--- src/rtl/hold_sequencer_pkg.sv ---
// Shared hold/flush encodings for the hold sequencer.
// Hold levels, address width and sequencer states.
package hold_sequencer_pkg;

  localparam int HOLD_FLAG_W = 3;
  localparam int INST_ADDR_W = 32;

  localparam logic HOLD_ENABLE = 1'b1;
  localparam logic JUMP_ENABLE = 1'b1;

  typedef enum logic [HOLD_FLAG_W-1:0] {
    HOLD_NONE = 3'b000,
    HOLD_PC   = 3'b001,
    HOLD_IF   = 3'b010,
    HOLD_ID   = 3'b011
  } hold_flag_e;

  typedef enum logic [1:0] {
    HS_RUN    = 2'd0,
    HS_FLUSH  = 2'd1,
    HS_DRAIN  = 2'd2,
    HS_HALTED = 2'd3
  } hs_state_e;

endpackage

--- src/rtl/hold_sequencer_sat_counter.sv ---
// Saturating run-length counter with a one-shot hit pulse.
// The pulse re-arms only once the run is cleared.
module sat_counter #(
  parameter int WIDTH = 8,
  parameter int LIMIT = 255
) (
  input  logic             clk,
  input  logic             rst,
  input  logic             inc,
  input  logic             clr,
  output logic [WIDTH-1:0] cnt,
  output logic             hit_pulse
);

  logic at_limit;
  logic fired;

  assign at_limit = (cnt == WIDTH'(LIMIT));

  // count the run, fire once the cycle after reaching the limit
  always_ff @(posedge clk) begin
    if (rst) begin
      cnt       <= '0;
      fired     <= 1'b0;
      hit_pulse <= 1'b0;
    end else begin
      hit_pulse <= at_limit && !fired;
      if (clr) begin
        cnt   <= '0;
        fired <= 1'b0;
      end else begin
        if (inc && !at_limit)
          cnt <= cnt + WIDTH'(1);
        if (at_limit)
          fired <= 1'b1;
      end
    end
  end

endmodule

--- src/rtl/hold_sequencer.sv ---
// Pipeline hold/flush arbiter with jump flush extension,
// JTAG drain/halt handshake, bus-stall watchdog, hold counter.
module hold_sequencer
  import hold_sequencer_pkg::*;
#(
  parameter int FLUSH_CYCLES = 2,
  parameter int DRAIN_CYCLES = 3,
  parameter int STALL_LIMIT  = 255,
  parameter int STALL_W      = 8
) (
  input  logic                   clk,
  input  logic                   rst,
  input  logic                   hold_flag_if_i,
  input  logic                   jump_flag_i,
  input  logic [INST_ADDR_W-1:0] jump_addr_i,
  input  logic                   hold_flag_ex_i,
  input  logic                   hold_flag_rib_i,
  input  logic                   hold_flag_clint_i,
  input  logic                   jtag_halt_req_i,
  output logic [HOLD_FLAG_W-1:0] hold_flag_o,
  output logic                   jump_flag_o,
  output logic [INST_ADDR_W-1:0] jump_addr_o,
  output logic                   jtag_halted_o,
  output logic                   stall_timeout_o,
  output logic [31:0]            hold_cycles_o
);

  localparam int FW = $clog2(FLUSH_CYCLES + 1);
  localparam int QW = $clog2(DRAIN_CYCLES + 1);

  hs_state_e     state;
  hs_state_e     state_nxt;
  hold_flag_e    hold;
  logic [FW-1:0] flush_cnt;
  logic [FW-1:0] flush_nxt;
  logic [QW-1:0] quiet_cnt;
  logic [QW-1:0] quiet_nxt;
  logic          hard;
  logic          noisy;
  logic          stall_inc;
  logic [STALL_W-1:0] stall_cnt;

  assign hard  = jump_flag_i | hold_flag_ex_i
               | hold_flag_clint_i | hold_flag_if_i;
  assign noisy = jump_flag_i | hold_flag_ex_i
               | hold_flag_clint_i | hold_flag_rib_i;

  assign jump_flag_o = jump_flag_i;
  assign jump_addr_o = jump_addr_i;
  assign hold_flag_o = hold;

  // state, flush and drain counters
  always_ff @(posedge clk) begin
    if (rst) begin
      state         <= HS_RUN;
      flush_cnt     <= '0;
      quiet_cnt     <= '0;
      jtag_halted_o <= 1'b0;
      hold_cycles_o <= '0;
    end else begin
      state         <= state_nxt;
      flush_cnt     <= flush_nxt;
      quiet_cnt     <= quiet_nxt;
      jtag_halted_o <= (state_nxt == HS_HALTED);
      hold_cycles_o <= hold_cycles_o
                     + 32'(hold != HOLD_NONE);
    end
  end

  // next state and hold level
  always_comb begin
    state_nxt = state;
    flush_nxt = flush_cnt;
    quiet_nxt = quiet_cnt;
    hold      = HOLD_NONE;
    case (state)
      HS_RUN: begin
        if (hard)
          hold = HOLD_ID;
        else if (hold_flag_rib_i)
          hold = HOLD_PC;
        if (jump_flag_i && FLUSH_CYCLES > 1) begin
          state_nxt = HS_FLUSH;
          flush_nxt = FW'(FLUSH_CYCLES - 1);
        end else if (jtag_halt_req_i) begin
          state_nxt = HS_DRAIN;
          quiet_nxt = '0;
        end
      end
      HS_FLUSH: begin
        hold = HOLD_ID;
        if (jump_flag_i) begin
          flush_nxt = FW'(FLUSH_CYCLES - 1);
        end else if (flush_cnt == FW'(1)) begin
          flush_nxt = '0;
          quiet_nxt = '0;
          state_nxt = jtag_halt_req_i ? HS_DRAIN : HS_RUN;
        end else begin
          flush_nxt = flush_cnt - FW'(1);
        end
      end
      HS_DRAIN: begin
        hold = hard ? HOLD_ID : HOLD_PC;
        if (!jtag_halt_req_i)
          state_nxt = HS_RUN;
        else if (noisy)
          quiet_nxt = '0;
        else if (quiet_cnt == QW'(DRAIN_CYCLES - 1))
          state_nxt = HS_HALTED;
        else
          quiet_nxt = quiet_cnt + QW'(1);
      end
      HS_HALTED: begin
        hold = HOLD_ID;
        if (!jtag_halt_req_i)
          state_nxt = HS_RUN;
      end
      default: state_nxt = HS_RUN;
    endcase
  end

  assign stall_inc = hold_flag_rib_i
                   && (state == HS_RUN || state == HS_DRAIN);

  sat_counter #(
    .WIDTH (STALL_W),
    .LIMIT (STALL_LIMIT)
  ) u_stall (
    .clk       (clk),
    .rst       (rst),
    .inc       (stall_inc),
    .clr       (!stall_inc),
    .cnt       (stall_cnt),
    .hit_pulse (stall_timeout_o)
  );

endmodule

--- config.mk ---
export PLATFORM = sky130hd
export DESIGN_NAME = hold_sequencer
export DESIGN_NICKNAME = d
export VERILOG_FILES = /design/src/rtl/hold_sequencer_pkg.sv /design/src/rtl/hold_sequencer_sat_counter.sv /design/src/rtl/hold_sequencer.sv
export SDC_FILE = /design/constraint.sdc
export NUM_CORES = 1
export LEC_CHECK = 0
export BUFFER_PORTS_ARGS = -buffer_cell sky130_fd_sc_hd__buf_2
export CORE_MARGIN = 4
export CORE_UTILIZATION = 25
export DETAILED_ROUTE_END_ITERATION = 10
export MAX_ROUTING_LAYER = met4
export PLACE_DENSITY = 0.5
export REMOVE_ABC_BUFFERS = 1
export SLEW_MARGIN = 20
export SYNTH_ARGS = -nofsm -noshare
export SYNTH_HDL_FRONTEND = slang
export SYNTH_SLANG_ARGS = --single-unit
--- constraint.sdc ---
create_clock -name clk -period 2.8 [get_ports clk]
set_input_delay 0 -clock clk [delete_from_list [all_inputs] [get_ports clk]]
set_output_delay 0 -clock clk [all_outputs]
set_load 0.01 [all_outputs]
Word level (Yosys, flattened, before mapping). Index checks and enable logic that the tools add are counted.

$add $sub $neg: 4. $mul: 0. Divide/modulo/power cells: 0. Magnitude comparators: 0. Equal/unequal tests: 14. Shift-type cells: 0. Mux-type cells: 26. Bitwise logic cells: 5. Reductions and logical operators: 14.

Operators by type and width (count): 2-to-1 mux 2 bit (21); adder 32 x 1 -> 32 bit (1); inequality test 2 bit (second input constant) (6); case mux 3 bit (3 select lines) (1); adder 8 x 1 -> 8 bit (second input constant) (1); == test 2 bit (second input constant) (4); == test 8 bit (second input constant) (1); case mux 2 bit (4 select lines) (1); AND reduction 7 bit (1); case mux 2 bit (3 select lines) (1); nonzero test 3 bit (2); == test 2 x 1 -> 1 bit (second input constant) (2); bitwise OR 1 bit (4); case mux 2 bit (2 select lines) (1); OR reduction 2 bit (2); logical AND 1 bit (3); inequality test 3 bit (second input constant) (1); adder 2 x 1 -> 2 bit (second input constant) (1); zero test 1 bit (2); zero test 2 bit (1); AND reduction 2 bit (1); nonzero test 2 bit (1); subtractor 2 x 1 -> 2 bit (second input constant) (1); logical OR 1 bit (1); 2 further kinds (2).

Register bits: 49. Bits in latches: 0. RAM bits: 0. ROM bits: 0. Output and inout port bits: 70. Word-level logic and storage cells: 71. Memories: 0.

Depth between registers and ports, before layout.
Word-level depth: 7. Mapped depth: 10. Gate-level depth less buffers: 8.

Modules after synthesis. From an unflattened synthesis, not the netlist that was laid out.

Cell total of the unflattened synthesis: 301. Area total of the unflattened synthesis: 2553.7 um^2.

By module, submodules not included: hold_sequencer (instances 1, cells an instance 252, area an instance 2100.8 um^2); sat_counter (instances 1, cells an instance 49, area an instance 452.9 um^2).

Worst setup path before layout. OpenSTA, ideal clock, no wires.

Path type: reg2reg. From: register state[0]. To: register hold_cycles_o[25]. Arrival: 2.530 ns. Setup slack: 0.147 ns. Cell stages (with the launch flop): 11. Period minus slack after synthesis: 2.653 ns. Cells stage by stage: dfxtp_1 buf_6 or4_1 or4_1 ha_1 nand3_1 or3_1 clkbuf_1 buf_6 nor4_2 mux2_1.

Cells in the longest elaborated chain, start to end: 5.

Ends and longest elaborated chain: from (decl) (line hold_sequencer.sv:31) `hs_state_e state;`; from (signal assigned) (line hold_sequencer.sv:61) `state <= state_nxt;`; == test 2 bit / == test 2 x 1 -> 1 bit (equally long branches) (line hold_sequencer.sv:76) `case (state)`; OR reduction 2 bit (no source line); case mux 3 bit (3 select lines) (*) (line hold_sequencer.sv:76); nonzero test 3 bit (*) (line hold_sequencer.sv:66) `+ 32'(hold != HOLD_NONE);`; adder 32 x 1 -> 32 bit (*) (line hold_sequencer.sv:66); to (signal assigned) (line hold_sequencer.sv:65) `hold_cycles_o <= hold_cycles_o`; to (decl) (line hold_sequencer.sv:25) `output logic [31:0] hold_cycles_o`.

Mark *: on every way between the ends. The rest lies on a longest branch, timed or not. The select of a mux whose other input is x is not followed. A chain may end at the register's enable or synchronous reset.

Worst setup path after layout.
From: register state[0]. To: register hold_cycles_o[28].

Same word-level chain as after synthesis.

==> impl_metrics.env <==
export IMPL_status="finished clean"
export IMPL_path_max_fanout=11
export IMPL_finalPower_uw=1310
export IMPL_fmax_mhz=383
export IMPL_maxSlewViolCount=0
export IMPL_drive_gt1_share_pct=20.7
export IMPL_worst_pin_slew_ns=0.814
export IMPL_hold_viol_final=0
export IMPL_grt_max_degree=44
export IMPL_synth_top_area_cell="dfxtp_1"
export IMPL_finalSetupViolations=0
export IMPL_synth_cells=300
export IMPL_overflow=0
export IMPL_nFillCells=1091
export IMPL_gp_congestion=0.775
export IMPL_power_leakage_uw=0.000989
export IMPL_wl_um=6730
export IMPL_nNetsFinal=353
export IMPL_netlist_top_cells_count="dfxtp_1 (49), buf_4 (34), nor2_1 (25)"
export IMPL_die_height_um=110
export IMPL_drc_errors=0
export IMPL_synth_edf_count=0
export IMPL_end_kind="flop"
export IMPL_num_io_pins=110
export IMPL_required_ns=2.95
export IMPL_core_area_um2=9950
export IMPL_utilization_pct=28.1
export IMPL_portBuffers=44
export IMPL_yosysSeqAreaShare_pct=37.8
export IMPL_cts_sinks=49
export IMPL_antenna_cells=0
export IMPL_dieArea_um2=12100
export IMPL_synth_cell_types=48
export IMPL_clk_pin_slew_ns=0.09
export IMPL_period_needed_ns=2.61
export IMPL_cts_tree="built"
export IMPL_multiInputGateArea_um2=1250
export IMPL_grt_pass1_vias=1961
export IMPL_synth_area_um2=2600
export IMPL_slew_headroom_pct=45.7
export IMPL_dr_pass1_iters=4
export IMPL_start_util_pct=26.1
export IMPL_grtUsageTotal_pct=11.4
export IMPL_ys_warnings_count=0
export IMPL_cts_buffers=5
export IMPL_yosysMostFrequentCell="dfxtp_1"
export IMPL_async_flop_share_pct=0
export IMPL_fp_row_count=36
export IMPL_period_share_pct=93.3
export IMPL_ys_flop_type="dfxtp_1"
export IMPL_grt_pass1_wl_um=10400
export IMPL_root_buffer="clkbuf_8"
export IMPL_worst_setup_path_start_kind="flop"
export IMPL_drt_vias_per_instance=4.84
export IMPL_max_cap_violations=0
export IMPL_rsz0062_at_grt="false"
export IMPL_vdd_drop_max_mv=0.205
export IMPL_drtAntennaViolNets=0
export IMPL_finClkSkew_ns=0.0112
export IMPL_setup_tns_ns=0
export IMPL_syn_avg_cell_area_um2=8.65
export IMPL_drt_iter0_drc=82
export IMPL_wire_per_inst_um=15.2
export IMPL_die_w_um=110
export IMPL_clock_path_buffers=2
export IMPL_regArea_um2=982
export IMPL_cp_data_arrival_time_ns=2.76
export IMPL_post_cts_buffers=0
export IMPL_ys_top_cells_by_area="dfxtp_1 (38%), buf_4 (9.8%), or4_1 (4.3%)"
export IMPL_hold_class="in2out"
export IMPL_clk_latency_ns=0.29
export IMPL_power_density_nw_per_um2=467
export IMPL_cts_max_level=2
export IMPL_dp_hpwl_um=4960
export IMPL_area_growth_syn_to_layout_pct=7.90
export IMPL_yosysTopAreaCellShare_pct=37.8
export IMPL_vias=2139
export IMPL_antenna_found_initial=0
export IMPL_path_class="reg2reg"
export IMPL_synth_seq_cells=49
[layer usage]
layer	global-route usage (%)	part of all wire [%]	routed length, µm
met5	-	0	0
met4	1.87	0.21	14
met3	6.46	10	695
met2	15.3	40	2680
met1	15.1	50	3340
[timing repair]
item	4_1_cts	5_1_grt
hold buffers	1	0
endpoints found under the setup margin	0	2
gates resized for setup	0	2
endpoints found under the hold margin	1	0
[kinds of logic after synthesis]
logic type | count (synthesis) | synth area share (%)
AOI/OAI and AO/OA | 48 | 11.2
xor gates and xnor gates | 18 | 6.07
adders and majority gates | 5 | 2.41
buffers and inverters | 56 | 14.2
DFF | 49 | 37.8
muxes | 4 | 1.64
other | 1 | 0.144
and+or+nand+nor | 119 | 26.5
[cells in the final DEF, fill, tap and decap left out, types with 10 or more instances in the layout]
cell type and n:
a21oi_1 22, buf_2 44, dfxtp_1 48, nand2_1 15
nand3_1 15, nor2_1 25, o31ai_1 11, or3_1 10
or4_1 15, xnor2_1 10
[state kept, by name, summed over array words and instances, names as in the netlist]
signal,flops
u_stall.cnt,8
jtag_halted_o,1
u_stall.fired,1
state,2
flush_cnt,2
hold_cycles_o,32
u_stall.hit_pulse,1
quiet_cnt,2
[worst max-delay path: stages (launching register included)]
cell     delay (ns)
dfxtp_1        0.32
or4_1          0.55
or4_1          0.42
ha_1           0.25
ha_1           0.26
nand3_1        0.23
or3_4          0.24
or4_1          0.12
a21oi_1        0.06
[where the power goes]
part           switching (µW)  leakage, µW  internal, µW
Combinational            38.4     0.000534          27.2
Sequential               10.8     0.000397           706
Clock                     235    0.0000585           292
Total                     284     0.000989          1020
[layout make-up]
type	instances	share of cell area (%)
Multi-Input combinational cell	195	44.6
Tap cell	133	5.94
Timing Repair Buffer	48	9.02
Inverter	9	1.21
Sequential cell	49	35.1
Clock buffer	7	3.08
Clock inverter	1	1.07
[per-stage QoR]
step,std cells,setup WS (ns),area (µm²),hold slack [ns]
final,442,0.188,2800,0.0000743
after detailed placement,433,0.163,2670,0.0000814
after global routing,442,0.0179,2800,0.0000632
after floorplan,253,0.246,2260,0
after global placement,433,0.183,2670,0.0000814
after CTS,442,0.142,2800,0.0000814
[final timing paths]
check             cells after the start             from                 to  slack [ns]
setup / recovery                      8         state[0]  hold_cycles_o[28]        0.19
hold / removal                        0  jump_addr_i[28]    jump_addr_o[28]     0.00007
setup reg to reg                      8         state[0]  hold_cycles_o[28]        0.19
hold reg to reg                       1    u_stall.fired  u_stall.hit_pulse        0.44
No activity file was read; power rests on OpenSTA's default activity.
